$ cat src/rtl/exec_replica_monitor.sv
// rtl/exec_replica_monitor.sv - launch/capture checker for the exec-stage delay replica
// Counts replica timing faults per window and raises a sticky slow flag.
module exec_replica_monitor #(
   parameter int PARITY = 0,
   parameter int WINDOW = 256,
   parameter int THRESH = 4,
   parameter int CNT_W  = 16,
   localparam int WE_W  = $clog2(WINDOW + 1),
   localparam int WC_W  = $clog2(WINDOW)
) (
   input  logic             clk_i,
   input  logic             rst_i,
   input  logic             enable_i,
   input  logic             clear_i,
   output logic             replica_in_o,
   input  logic             replica_out_i,
   output logic             error_o,
   output logic [WE_W-1:0]  win_errs_o,
   output logic [CNT_W-1:0] err_count_o,
   output logic             slow_o,
   output logic             window_done_o
);

   typedef enum logic [1:0] {
      IDLE = 2'd0,
      ARM  = 2'd1,
      RUN  = 2'd2
   } state_t;

   state_t            state;
   logic              arm_second;
   logic              launch_q;
   logic              launch_vld;
   logic              cap_q;
   logic              exp_q;
   logic              vld_q;
   logic [WC_W-1:0]   win_cnt;

   logic              go;
   logic              cmp;
   logic              mism;
   logic              win_end;
   logic [WE_W:0]     werr_inc;
   logic              thresh_hit;

   // A disable takes effect at the very edge it is sampled: no launch, no compare.
   assign go         = enable_i && (state != IDLE);
   assign cmp        = enable_i && (state == RUN) && vld_q;
   assign mism       = cap_q != exp_q;
   assign win_end    = cmp && (win_cnt == WC_W'(WINDOW - 1));
   assign werr_inc   = {1'b0, win_errs_o} + (WE_W + 1)'(mism);
   assign thresh_hit = werr_inc >= (WE_W + 1)'(THRESH);

   assign replica_in_o = launch_q;

   // Capture flop sits directly on the replica output so the path length is the replica alone.
   always_ff @(posedge clk_i) begin
      cap_q <= replica_out_i;
   end

   always_ff @(posedge clk_i) begin
      if (rst_i) begin
         state         <= IDLE;
         arm_second    <= 1'b0;
         launch_q      <= 1'b0;
         launch_vld    <= 1'b0;
         exp_q         <= 1'b0;
         vld_q         <= 1'b0;
         win_cnt       <= '0;
         error_o       <= 1'b0;
         window_done_o <= 1'b0;
         win_errs_o    <= '0;
         err_count_o   <= '0;
         slow_o        <= 1'b0;
      end else begin
         case (state)
            IDLE: begin
               if (enable_i) begin
                  state      <= ARM;
                  arm_second <= 1'b0;
               end
            end
            ARM: begin
               if (!enable_i)
                  state <= IDLE;
               else if (arm_second)
                  state <= RUN;
               else
                  arm_second <= 1'b1;
            end
            RUN: begin
               if (!enable_i)
                  state <= IDLE;
            end
            default: state <= IDLE;
         endcase

         if (go)
            launch_q <= ~launch_q;
         launch_vld <= go;
         exp_q      <= launch_q ^ 1'(PARITY);
         vld_q      <= launch_vld && enable_i;

         error_o       <= 1'b0;
         window_done_o <= 1'b0;

         // Clear wins over a coincident error or window end; that compare is simply lost.
         if (clear_i) begin
            win_cnt     <= '0;
            win_errs_o  <= '0;
            err_count_o <= '0;
            slow_o      <= 1'b0;
         end else if ((state == IDLE) && enable_i) begin
            win_cnt <= '0;
         end else if (cmp) begin
            if (win_end) begin
               win_cnt       <= '0;
               win_errs_o    <= '0;
               window_done_o <= 1'b1;
               if (thresh_hit)
                  slow_o <= 1'b1;
            end else begin
               win_cnt <= win_cnt + WC_W'(1);
               if (mism)
                  win_errs_o <= win_errs_o + WE_W'(1);
            end
            if (mism) begin
               error_o <= 1'b1;
               if (err_count_o != {CNT_W{1'b1}})
                  err_count_o <= err_count_o + CNT_W'(1);
            end
         end
      end
   end

endmodule
$ cat config.mk
export PLATFORM = sky130hd
export DESIGN_NAME = exec_replica_monitor
export DESIGN_NICKNAME = d
export VERILOG_FILES = /design/src/rtl/exec_replica_monitor.sv
export SDC_FILE = /design/constraint.sdc
export NUM_CORES = 1
export LEC_CHECK = 0
export BUFFER_PORTS_ARGS = -buffer_cell sky130_fd_sc_hd__buf_2
export CELL_PAD_IN_SITES_DETAIL_PLACEMENT = 2
export CELL_PAD_IN_SITES_GLOBAL_PLACEMENT = 2
export CORE_MARGIN = 2
export CORE_UTILIZATION = 35
export CTS_BUF_LIST = sky130_fd_sc_hd__clkbuf_8
export DETAILED_ROUTE_END_ITERATION = 8
export PLACE_DENSITY_LB_ADDON = 0.1
export SLEW_MARGIN = 0
export SYNTH_ARGS = -nofsm -noshare
export SYNTH_HDL_FRONTEND = slang
export SYNTH_SLANG_ARGS = --single-unit
$ cat constraint.sdc
create_clock -name clk_i -period 2.8 [get_ports clk_i]
set_clock_uncertainty 0.05 [all_clocks]
set_input_delay 0.14 -clock clk_i [delete_from_list [all_inputs] [get_ports clk_i]]
set_output_delay 0.14 -clock clk_i [all_outputs]
set_load 0.005 [all_outputs]
==> results of run 1 <==
[critical path, delay by kind of cell (launching register included)]
family / cells / cell delay [ns]
and+or+nand+nor: 1 / 0.19
DFF: 1 / 0.33
adders and majority gates: 2 / 0.53
buffers and inverters: 1 / 0.16
xor gates and xnor gates: 1 / 0.34
AOI/OAI and AO/OA: 3 / 0.39
[metrics by stage]
stage	cells	hold WS, ns	util, %
after detailed placement	341	0.202	39.7
final	350	0.0212	41.5
after global placement	341	0.204	39.7
after floorplan	239	0.118	-
after CTS	350	0.0168	41.5
after global routing	350	0.0339	41.5
[cells in the final DEF, fill, tap and decap left out, drive strengths merged, types with 3 or more instances in the layout]
master,count
a21oi,8
nor4,3
nor3,4
xor2,13
and3,3
xnor2,17
o21ai,4
buf,34
nor2,42
or3,3
clkbuf,6
nand2,26
nand4,11
inv,4
ha,5
nand3,12
and4,3
nand2b,3
dfxtp,44
a211oi,4
[worst paths after layout]
check                  start    endpoint  cells past startpoint
hold / removal         rst_i  arm_second                      2
setup / recovery       exp_q      slow_o                      8
setup reg to reg       exp_q      slow_o                      8
hold reg to reg   launch_vld       vld_q                      2
[layer usage]
layer / global-route usage (%) / vias up / routed length [um]
li1: - / 899 / -
met1: 22.6 / 871 / 2500
met2: 30.4 / 29 / 2600
met3: 4.33 / 6 / 165
met4: 6.44 / 0 / 73
met5: 0 / - / 0
[sequential cells by signal (all words and copies together) (netlist names)]
register and cells:
state 2, win_errs_o 9, win_cnt 8, vld_q 1, cap_q 1, launch_vld 1
arm_second 1, window_done_o 1, replica_in_o 1, exp_q 1, err_count_o 16, slow_o 1
error_o 1
[power breakdown]
group / switching [mW] / leakage [nW] / internal, mW
registers: 0.00340 / 0.355 / 0.629
clock network: 0.224 / 0.0486 / 0.197
logic: 0.0220 / 0.516 / 0.0109
total: 0.249 / 0.919 / 0.837
[layout make-up]
| cell class | count | area, um2 |
|---|---|---|
| tap | 75 | 93.8 |
| fill | 687 | 3400 |
| timing repair buffer | 35 | 183 |
| clock buffer | 6 | 82.6 |
| inverter | 3 | 11.3 |
| clock inverter | 2 | 11.3 |
| multi-input combinational | 185 | 1150 |
| sequential | 44 | 881 |
[cell families (layout without fill, tap and decap cells)]
group           Yosys count  count (layout)  synth area share [%]
flops                    44              44                  42.6
fa+ha+maj                 5               5                  3.02
xor+xnor                 30              30                  12.7
buf+inv                  10              46                  1.87
compound gates           27              27                  9.07
simple gates            120             120                  29.3
mux                       3               3                  1.51
==> results.toml, run 1 <==
[clocking]
cts_made_buffers = 5
post_cts_buffers = 0
clk_latency_ns = 0.30
cts_resized = 0
clkTransAtPathRegs_ns = 0.09
cts.sink_count = 44
cts_root_buf = "clkbuf_8"
cts_tree = "done"
cts-hold-fix-buffers = 1
clk_path_buf_depth = 2
htree_levels = 2

[setup_path]
cp.arrival_ns = 2.24
cp-start-kind = "register"
reg2reg_slack_ns = 0.69
crit_path_max_fanout = 5
cp.required_ns = 2.93
worstSetupPathType = "register to register"
worstPathCellList = "xnor2_1 -> inv_1 -> ha_1 -> ha_1 -> a211oi_1 -> a41oi_1 -> nor3_1 -> a221oi_1"
critPathSlowestCell = "xnor2_1"
endpoint_kind = "register"
cp_common_cell = "ha_1"
max_stage_delay_ns = 0.34

[routing]
antenna_left = 0
drc_errors = 0
drt_wl_total_um = 5340
drtPass1Iterations = 4
post_drt_wl_per_cell_um = 15.3
num_vias = 1805
drt_iter0_drc = 37
via_per_inst = 5.16

[yosys]
async_reset_ff_share_pct = 0
ys_warn_count = 0
ys_top_cells_by_count = "44 x dfxtp_1, 42 x nor2_1, 26 x nand2_1, 17 x xnor2_1, 13 x xor2_1"
avgSynthCellArea_um2 = 8.66
yosysTopAreaCell = "dfxtp_1"
synth_top_area_share_pct = 42.6
synth_flop_cell = "dfxtp_1"
synthCells = 239
syn_area_um2 = 2070
syn-num-nets = 249
ys_seq_area_share_pct = 42.6
ys_ff_latch = 44
synth_area_leaders = "dfxtp_1 43%, nor2_1 7.6%, xnor2_1 7.2%, xor2_1 5.5%, nand2_1 4.7%"
post-synth-top-count-cell = "dfxtp_1"
synth_cell_type_count = 41
synth-edff-count = 0

[place]
pre_cts_ws_ns = 0.696
gp_congestion = 0.748
placed_area_um2 = 2310
dp_hpwl_um = 4110
portBuffers = 33

[power_and_ir_drop]
vdd_ir_drop_max_v = 0.000201
report.power.total_mw = 1.09
power_density_nw_per_um2 = 450
p_leak_nw = 0.919

[worst_hold_path]
hold_class = "primary input to register"

[finish]
stdcell_area_um2 = 2410
drive_gt1_share_pct = 17.8
nets = 284
area_growth_pct = 16.6
diodes = 0

[floorplanning]
die_x_um = 80.9
floorplan.rows = 28
coreArea_um2 = 5820
ios = 34
fp.dieArea_um2 = 6540
die_height_um = 80.9
initial_core_util_pct = 35.6

[sta]
period_needed_ns = 2.11
final_max_slew_viol_count = 0
hold_violations = 0
grt_setup_unrepaired = "false"
setup_tns_ns = 0
max_freq_ghz = 0.474
finalWorstSetupSlack_ns = 0.688
slew_headroom_pct = 57.8
fin_crit_sh_pct = 75.4
setup_viol = 0
tightest_slew_ns = 0.630

[run_status]
status = "complete, no violations"

[global_routing]
grt_pass1_wl_um = 9260
grt_usage_pct = 18.1
grt_max_degree = 16
grt_pass1_vias = 1928
antenna_found_initial = 0
grt_overflow = 0

[job]
maxCapViolCount = 0
(Power assumes the default switching activity.)
==> run 2, diff against run 1 <==
--- a/config.mk
+++ b/config.mk
@@ -9,7 +9,7 @@
 export CELL_PAD_IN_SITES_DETAIL_PLACEMENT = 2
 export CELL_PAD_IN_SITES_GLOBAL_PLACEMENT = 2
 export CORE_MARGIN = 2
-export CORE_UTILIZATION = 35
+export CORE_UTILIZATION = 31
 export CTS_BUF_LIST = sky130_fd_sc_hd__clkbuf_8
 export DETAILED_ROUTE_END_ITERATION = 8
 export PLACE_DENSITY_LB_ADDON = 0.1
==> constraint.sdc (replaced) <==
create_clock -name clk_i -period 1.9 [get_ports clk_i]
set_clock_uncertainty 0.05 [all_clocks]
set_input_delay 0.095 -clock clk_i [delete_from_list [all_inputs] [get_ports clk_i]]
set_output_delay 0.095 -clock clk_i [all_outputs]
set_load 0.005 [all_outputs]
==> run 2 against run 1 <==
Against the previous run: wire length rose by 8.6%; maximum frequency grew 17%; core utilization increased by 0.88 points; final cell count rose by 9.7%; via count rose by 7.2%; non-clock buffer count rose by 32; clock power up 69%; die area increased by 12%; critical path type unchanged; largest power group unchanged.
==> results.toml, run 2 (same netlist as run 1, synthesis figures left out) <==
[setup_path]
crit_path_max_fanout = 3
cp.required_ns = 2.03
r2r-start = "err_count_o[7]"
cp-start-kind = "register"
r2r_end = "err_count_o[15]"
endpoint_kind = "register"
worstRegToRegCells = 5
reg2reg_slack_ns = 0.09
worstSetupEndpoint = "err_count_o[15]"
cp.arrival_ns = 1.93
worstSetupPathType = "register to register"
crit_path_start = "err_count_o[7]"

[finish]
area_growth_pct = 30.7
nets = 316
diodes = 0
mostFrequentLayoutCell = "dfxtp_1"
reg.largest.list = "err_count_o (16), win_errs_o (9), win_cnt (8)"
mostFrequentLayoutCells = "44 x dfxtp_1, 42 x nor2_1, 33 x buf_2"
regMostFlops = "err_count_o"
fin_cells = 384
drive_gt1_share_pct = 27.7
largest_register_ffs = 16
final_util_pct = 42.4

[run_status]
status = "complete, no violations"

[clocking]
post_cts_buffers = 0
cts_tree = "done"
cts_root_buf = "clkbuf_8"
cts.sink_count = 44
clkTransAtPathRegs_ns = 0.09
clk_latency_ns = 0.29
cts_made_buffers = 5
clk_path_buf_depth = 2
htree_levels = 2

[routing]
drt_wl_total_um = 5800
via_per_inst = 5.04
drt_iter0_drc = 41
post_drt_wl_per_cell_um = 15.1
antenna_left = 0
num_vias = 1935
drtPass1Iterations = 4
drc_errors = 0

[floorplanning]
ios = 34
die_x_um = 85.7
initial_core_util_pct = 32.4
coreArea_um2 = 6390
die_height_um = 85.7
floorplan.rows = 29
fp.dieArea_um2 = 7350

[sta]
finalWorstSetupSlack_ns = 0.0950
tightest_slew_ns = 0.363
fin_crit_sh_pct = 95.0
period_needed_ns = 1.81
max_freq_ghz = 0.554
final_max_slew_viol_count = 0
hold_violations = 0
slew_headroom_pct = 75.7
grt_setup_unrepaired = "true"
whs_ns = 0.0396
setup_viol = 0

[global_routing]
grt_pass1_vias = 2073
grt_pass1_wl_um = 10100
grt_overflow = 0
grt_usage_pct = 17.1
grt_max_degree = 16
antenna_found_initial = 0

[power_and_ir_drop]
p_leak_nw = 1.10
power_density_nw_per_um2 = 632
vdd_ir_drop_max_v = 0.000343

[job]
maxCapViolCount = 0

[place]
pre_cts_ws_ns = -0.00138
portBuffers = 33
gp_congestion = 0.734
dp_cells = 374
dp_hpwl_um = 4510

[worst_hold_path]
hold_class = "primary input to register"
-- run 2: cell type report --
class / instances / area, um2
clock inverters: 3 / 38.8
clock buffers: 5 / 68.8
inverters: 3 / 11.3
flip-flops and latches: 44 / 881
well taps: 77 / 96.3
multi-input cells: 185 / 1170
repair buffers: 67 / 438
fillers: 751 / 3680
-- run 2: worst max-delay path: stages, from the launching register on --
cell and delay (ns):
dfxtp_1 0.39, nand4_1 0.17, or3_1 0.48, a2111oi_2 0.39, xnor2_1 0.16, nor2_1 0.06
-- run 2: how the worst min path moves through the flow --
stage / slack, ns / cells after the start / from / to
floorplan: 0.07 / 0 / replica_out_i / cap_q
global placement: 0.17 / 1 / replica_out_i / cap_q
detailed placement: 0.17 / 1 / replica_out_i / cap_q
CTS: 0.03 / 3 / clear_i / err_count_o[9]
global route: 0.04 / 3 / clear_i / err_count_o[9]
finish: 0.04 / 3 / clear_i / err_count_o[9]
-- run 2: what timing repair did --
item / in CTS / in global routing
pin swaps: 0 / 4
hold buffers: 2 / 0
gates resized for setup: 1 / 4
hold endpoints to repair: 4 / 0
setup endpoints to repair: 1 / 7
cloned: 0 / 0
-- run 2: per-layer routing --
| metal | share of wire [%] | global-route usage, % |
|---|---|---|
| met1 | 45 | 21.3 |
| met2 | 51 | 30.3 |
| met3 | 3.1 | 3.18 |
| met4 | 0.72 | 4.76 |
| met5 | 0 | 0 |
-- run 2: where the power goes --
part / internal [mW] / switching [mW]
logic: 0.0310 / 0.0366
registers: 0.927 / 0.00422
clock network: 0.385 / 0.325
-- run 2: stage by stage --
step	cell area, um2	setup TNS [ns]	power [mW]
2_1_floorplan	2070	0	0.982
3_5_place_dp	2560	-0.00138	1.02
6_report	2710	0	1.71
5_1_grt	2710	-0.00158	1.79
4_1_cts	2690	0	1.74
3_3_place_gp	2560	0	1.02
==> run 3, diff against run 2 <==
--- a/config.mk
+++ b/config.mk
@@ -6,13 +6,10 @@
 export NUM_CORES = 1
 export LEC_CHECK = 0
 export BUFFER_PORTS_ARGS = -buffer_cell sky130_fd_sc_hd__buf_2
-export CELL_PAD_IN_SITES_DETAIL_PLACEMENT = 2
-export CELL_PAD_IN_SITES_GLOBAL_PLACEMENT = 2
 export CORE_MARGIN = 2
-export CORE_UTILIZATION = 31
+export CORE_UTILIZATION = 35
 export CTS_BUF_LIST = sky130_fd_sc_hd__clkbuf_8
 export DETAILED_ROUTE_END_ITERATION = 8
-export PLACE_DENSITY_LB_ADDON = 0.1
 export SLEW_MARGIN = 0
 export SYNTH_ARGS = -nofsm -noshare
 export SYNTH_HDL_FRONTEND = slang
==> run 3 against run 2 <==
Against the previous run: first-iteration DRC count up 85%; die area down 11%; via count fell by 5.4%; core utilization rose by 1.8 points; largest cell class unchanged.
==> results.toml, run 3 (same netlist as run 1, synthesis figures left out) <==
[setup_path]
cp.arrival_ns = 1.90
worstSetupPathType = "register to register"
endpoint_kind = "register"
cp-start-kind = "register"
cp.required_ns = 2.03
crit_path_max_fanout = 7

[power_and_ir_drop]
p_leak_nw = 1.02
vdd_ir_drop_max_v = 0.000273
report.power.total_mw = 1.55
power_density_nw_per_um2 = 603

[sta]
hold_violations = 0
max_freq_ghz = 0.565
fin_crit_sh_pct = 93.2
whs_ns = 0.0434
setup_viol = 0
grt_setup_unrepaired = "true"
final_max_slew_viol_count = 0
tightest_slew_ns = 0.409
slew_headroom_pct = 72.5
period_needed_ns = 1.77

[place]
dp_cells = 360
portBuffers = 33
gp_congestion = 0.814
dp_hpwl_um = 3490
placed_area_um2 = 2450

[clocking]
cts_made_buffers = 5
htree_levels = 2
clk_latency_ns = 0.29
cts_root_buf = "clkbuf_8"
clk_path_buf_depth = 2
cts_tree = "done"
cts.sink_count = 44
clkTransAtPathRegs_ns = 0.08

[finish]
stdcell_area_um2 = 2570
diodes = 0
regMostFlops = "err_count_o"
nets = 304
mostFrequentLayoutCell = "dfxtp_1"
reg.largest.list = "err_count_o (16), win_errs_o (9), win_cnt (8)"
largest_register_ffs = 16
mostFrequentLayoutCells = "44 x dfxtp_1, 42 x nor2_1, 33 x buf_2"
fin_cells = 369
final_util_pct = 44.1
area_growth_pct = 24.0
drive_gt1_share_pct = 24.1

[floorplanning]
die_height_um = 80.9
coreArea_um2 = 5820
floorplan.rows = 28
fp.dieArea_um2 = 6540
die_x_um = 80.9
ios = 34
initial_core_util_pct = 35.6

[global_routing]
antenna_found_initial = 0
grt_pass1_vias = 1879
grt_pass1_wl_um = 8340
grt_usage_pct = 16.2
grt_overflow = 0
grt_max_degree = 16

[routing]
via_per_inst = 4.96
antenna_left = 0
drtPass1Iterations = 4
num_vias = 1831
drc_errors = 0
drt_iter0_drc = 76
post_drt_wl_per_cell_um = 12.7
drt_wl_total_um = 4680

[worst_hold_path]
hold_class = "primary input to register"

[run_status]
status = "complete, no violations"

[job]
maxCapViolCount = 0
## run 3: cell types whose count changed in the layout (fill, tap and decap cells not counted)
cell | previous run | this run
bufinv_16 | 1 | 0
nand3_2 | 1 | 0
and4b_2 | 1 | 0
buf_12 | 1 | 0
and4b_1 | 0 | 1
buf_4 | 31 | 20
nand2_2 | 0 | 1
nand2_1 | 26 | 25
nand3_1 | 11 | 12
## run 3: timing repair
item / CTS / global route
hold buffers: 2 / 0
endpoints found under the setup margin: 0 / 2
gates resized for setup: 0 / 4
hold endpoints to repair: 4 / 0
setup buffers: 0 / 0
## run 3: final timing paths
kind,from,to,slack [ns],cells after the start
setup / recovery,state[0],err_count_o[15],0.13,5
setup reg to reg,state[0],err_count_o[15],0.13,5
hold / removal,clear_i,err_count_o[9],0.04,3
hold reg to reg,launch_vld,vld_q,0.36,2
## run 3: routing by layer
layer / GRT usage, % / share of wire (%) / vias up
met2: 26.4 / 46 / 36
met1: 20.7 / 48 / 848
li1: - / - / 940
met3: 4.33 / 4.8 / 7
met4: 5.42 / 1.2 / 0
met5: 0 / 0 / -
## run 3: layout make-up
| type | count | area [um2] |
|---|---|---|
| multi-input combinational | 185 | 1170 |
| clock inverter | 2 | 8.76 |
| timing repair buffer | 55 | 335 |
| tap | 75 | 93.8 |
| fill | 623 | 3250 |
| inverter | 3 | 11.3 |
| clock buffer | 5 | 68.8 |
| sequential | 44 | 881 |
## run 3: worst max-delay path, stage by stage (launching register included)
cell and delay [ns]:
dfxtp_1 0.36, nand4b_4 0.19, or4b_4 0.53, a2111oi_2 0.32, xnor2_1 0.16, nor2_1 0.05
## run 3: power breakdown
part           switching, mW  leakage, nW  internal, mW
sequential           0.00515        0.355         0.927
combinational         0.0329        0.620        0.0243
clock                  0.312       0.0452         0.245
## run 3: per-stage QoR
stage	setup slack, ns	setup TNS, ns
global route	-0.0105	-0.0105
floorplan	0.0756	0
CTS	0.0377	0
global placement	0.116	0
detailed placement	0.0689	0
finish	0.129	0
